--- src/rtl/tx_filt.sv ---
// 21-tap linear-phase SRRC transmit FIR (roll-off 0.25, 4 samples/symbol), 1s17 in and out.
// The symmetric taps are folded before multiplying, so the datapath needs 11 multipliers.
module tx_filt (
    input  logic               clk,
    input  logic               reset,
    input  logic signed [17:0] x_in,
    output logic signed [17:0] y
);

    localparam int unsigned NumTaps = 21;
    localparam int unsigned NumFold = 10;

    localparam logic signed [17:0] Coef [11] = '{
        18'sd1404,  18'sd2023,  18'sd1142,  -18'sd1183, -18'sd3661, -18'sd4272,
        -18'sd1382, 18'sd5115,  18'sd13369, 18'sd20279, 18'sd22968
    };

    logic signed [17:0] x_q [NumTaps];
    logic signed [17:0] x_d [NumTaps];
    logic signed [17:0] y_q;
    logic signed [17:0] y_d;

    logic signed [18:0] pre  [NumFold];
    logic signed [36:0] prod [NumFold + 1];
    logic signed [39:0] acc;

    always_comb begin
        x_d[0] = x_in;
        for (int k = 1; k < NumTaps; k++) begin
            x_d[k] = x_q[k-1];
        end
    end

    always_comb begin
        for (int k = 0; k < NumFold; k++) begin
            pre[k]  = 19'(x_q[k]) + 19'(x_q[NumTaps-1-k]);
            prod[k] = 37'(pre[k]) * 37'(Coef[k]);
        end
        prod[NumFold] = 37'(x_q[NumFold]) * 37'(Coef[NumFold]);

        acc = '0;
        for (int k = 0; k <= NumFold; k++) begin
            acc = acc + 40'(prod[k]);
        end
        // Coefficient magnitudes sum below 2^17, so the truncated result always fits 1s17.
        y_d = 18'(acc >>> 17);
    end

    always_ff @(posedge clk or negedge reset) begin
        if (!reset) begin
            for (int k = 0; k < NumTaps; k++) begin
                x_q[k] <= '0;
            end
            y_q <= '0;
        end else begin
            for (int k = 0; k < NumTaps; k++) begin
                x_q[k] <= x_d[k];
            end
            y_q <= y_d;
        end
    end

    assign y = y_q;

endmodule

--- config.mk ---
export PLATFORM = sky130hd
export DESIGN_NAME = tx_filt
export DESIGN_NICKNAME = d
export VERILOG_FILES = /design/src/rtl/tx_filt.sv
export SDC_FILE = /design/constraint.sdc
export NUM_CORES = 2
export LEC_CHECK = 0
export BUFFER_PORTS_ARGS = -buffer_cell sky130_fd_sc_hd__buf_2
export CAP_MARGIN = 20
export CORE_MARGIN = 10
export CORE_UTILIZATION = 62
export DETAILED_ROUTE_END_ITERATION = 10
export MAX_ROUTING_LAYER = met4
export PLACE_DENSITY = 0.83
export SLEW_MARGIN = 0
export SYNTH_ARGS = -nofsm -noshare
export SYNTH_HDL_FRONTEND = slang
export SYNTH_SLANG_ARGS = --single-unit
--- constraint.sdc ---
create_clock -name clk -period 36.6 [get_ports clk]
set_clock_uncertainty 0.15 [all_clocks]
set_input_delay 3.66 -clock clk [delete_from_list [all_inputs] [get_ports clk]]
set_output_delay 3.66 -clock clk [all_outputs]
set_load 0.01 [all_outputs]
==> run_results.csv <==
group,metric,value,unit
outcome,status,"finished, final reports clean",
clock_tree,clkTransAtPathRegs,0.07,ns
floorplanning,die_x,367,um
worst_setup_path,crit_arrival,15.93,ns
global_routing,grt_pass1_wl,315000,um
synthesis,syn_area,0.0745,mm2
synthesis,synth_cell_type_count,78,
timing,tightest_slew,1.28,ns
worst_hold_path,hp-start,"x_d[345]$_DFF_PN0_",
routing,drc,0,
cells_and_area,drive_gt1_share,3.63,%
worst_setup_path,worstSetupEndpoint,"y[17]$_DFF_PN0_",
routing,met1Wirelength,79600,um
clock_tree,cts_root_buffer,"clkbuf_16",
worst_setup_path,critPathRequiredTime,36.96,ns
worst_hold_path,hold_class,"register to register",
clock_tree,cts_buffers,41,
floorplanning,die-area,0.134,mm2
worst_setup_path,worst-setup-path-type,"register to register",
clock_tree,cts_setup_buffers,0,
place,io_buffers,37,
floorplanning,rows,127,
global_routing,antenna_found_initial,3,
synthesis,synth_ff_type,"dfrtp_1",
synthesis,synth_seq_cells,396,
worst_setup_path,r2r_start,"x_q[0]$_DFF_PN0_",
routing,wl,201000,um
clock_tree,cts.path.max_buffers,3,
routing,first_pass_iters,5,
timing,fin_crit,15.57,ns
synthesis,synth_top_area_share,40.5,%
cells_and_area,areaGrowthSynthToFinish,5.88,%
worst_setup_path,cp_top_family,"adder cells",
clock_tree,clkSinkCount,396,
routing,wl_met2,90700,um
synthesis,synth_warnings,0,
worst_setup_path,worst-path-buf-inv,8,
worst_setup_path,crit_fanout,6,
place,dp_hpwl,180000,um
timing,setup_tns,0,ns
synthesis,synthTopCellsByCount,"2147 x inv_1, 1506 x fa_1, 1236 x ha_1",
routing,wl_per_cell,23.0,um
place,globalplace.congestion,1.05,
routing,via_count,48700,
synthesis,yosysMostFrequentCell,"inv_1",
floorplanning,ioPinCount,38,
worst_setup_path,max_stage_delay,0.76,ns
worst_setup_path,rrSetupSlack,21.03,ns
clock_tree,htreeDepth,2,
worst_setup_path,slowest_stage,"o41ai_1",
cells_and_area,final_net_count,9875,
routing,wl_met3,14900,um
timing,relSlewSlack,14.5,%
routing,first_iter_violations,3354,
synthesis,synthTopCellsByArea,"fa_1 40%, ha_1 21%, dfrtp_1 13%, inv_1 11%, xnor2_1 2.9%",
routing,top_layer,"met4",
floorplanning,start_util,62.3,%
global_routing,grt_pass1_vias,54200,
synthesis,seq_area_frac_synth,13.3,%
worst_setup_path,startpoint,"x_q[0]$_DFF_PN0_",
timing,hold_viol_final,0,
clock_tree,clkLatencyLatePin,0.59,ns
clock_tree,post_cts_resized,0,
worst_setup_path,rr_endpoint,"y[17]$_DFF_PN0_",
routing,ant_nets,0,
clock_tree,holdBufCountCts,0,
synthesis,synth_top_cell_by_area,"fa_1",
clock_tree,cts_tree,"built",
worst_setup_path,reg2reg_depth,49,
timing,drv_slew,0,
synthesis,async_flop_share,100,%
timing,rsz0062_at_grt,"no",
worst_setup_path,crit_top_cell,"fa_1",
worst_setup_path,cp_num_cells,49,
floorplanning,chipHeight,367,um
synthesis,netlist_instances,6957,
timing,setup_viol,0,
timing,fin_crit_sh,42.5,%
synthesis,syn_avg_cell_area,10.7,um2
floorplanning,coreArea,0.120,mm2
worst_setup_path,crit_path_end_kind,"register",
global_routing,grt_max_degree,83,
routing,viasPerCell,5.56,
timing,clock.fmax,64.2,MHz
synthesis,synth-edff-count,0,
job,maxCapViolCount,0,
global_routing,grt_usage,31.8,%
global_routing,overflow,0,
worst_setup_path,start_kind,"register",
cell families (layout without fill, tap and decap cells):
group | after synthesis | count (layout) | synth area share [%]
simple gates | 569 | 569 | 3.70
other cells | 2 | 8 | 0.0101
xor+xnor | 395 | 395 | 4.65
compound gates | 663 | 663 | 5.85
buf+inv | 2164 | 2349 | 10.9
mux | 26 | 26 | 0.369
fa+ha+maj | 2742 | 2742 | 61.2
flops | 396 | 396 | 13.3
cell usage in the layout, fill, tap and decap left out, drive strengths merged, types with 120 or more instances in the layout:
cell,netlist,final
nor2,168,168
ha,1236,1236
fa,1506,1506
xor2,147,147
nand2,120,120
xnor2,248,248
inv,2148,2152
dfrtp,396,396
a21oi,200,200
buf,2,128
layer usage:
layer / vias up / GRT usage, %
li1: 21500 / -
met1: 25000 / 39.7
met4: 0 / 19.3
met3: 483 / 5.89
met5: - / -
met2: 1727 / 48.3
registers in the layout, indices dropped and copies added (netlist names):
register,count
x_q,18
y,18
x_d,360
stage by stage:
stage / worst slack [ns] / utilization [%] / hold WS, ns / instance area, um2 / instances
2_1_floorplan: 23.26 / - / 0.207 / 74500 / 6958
3_3_place_gp: 21.66 / 64.7 / 0.212 / 77400 / 8676
3_5_place_dp: 21.35 / 64.7 / 0.215 / 77400 / 8678
4_1_cts: 21.23 / 65.9 / 0.226 / 78800 / 8751
5_1_grt: 20.18 / 65.9 / 0.234 / 78900 / 8757
6_report: 21.03 / 65.9 / 0.227 / 78900 / 8760
final cells by class:
type	count	area [um2]
multi-input cells	4398	56600
fillers	9024	40800
flip-flops and latches	396	9910
inverters	2148	8060
well taps	1612	2020
clock buffers	45	1060
repair buffers	128	886
clock inverters	28	389
diodes	5	12.5
worst min-delay path by stage:
| stage | cells past startpoint | to | slack, ns |
|---|---|---|---|
| after global placement | 0 | x_d[324]$_DFF_PN0_ | 0.21 |
| after global routing | 0 | x_d[203]$_DFF_PN0_ | 0.23 |
| after floorplan | 0 | x_d[162]$_DFF_PN0_ | 0.21 |
| final | 0 | x_d[327]$_DFF_PN0_ | 0.23 |
| after CTS | 0 | x_d[141]$_DFF_PN0_ | 0.23 |
| after detailed placement | 0 | x_d[327]$_DFF_PN0_ | 0.21 |
Power is left out: the tool's default activity adds up to more than one toggle a clock period on the data nets, which glitch-free logic cannot reach.
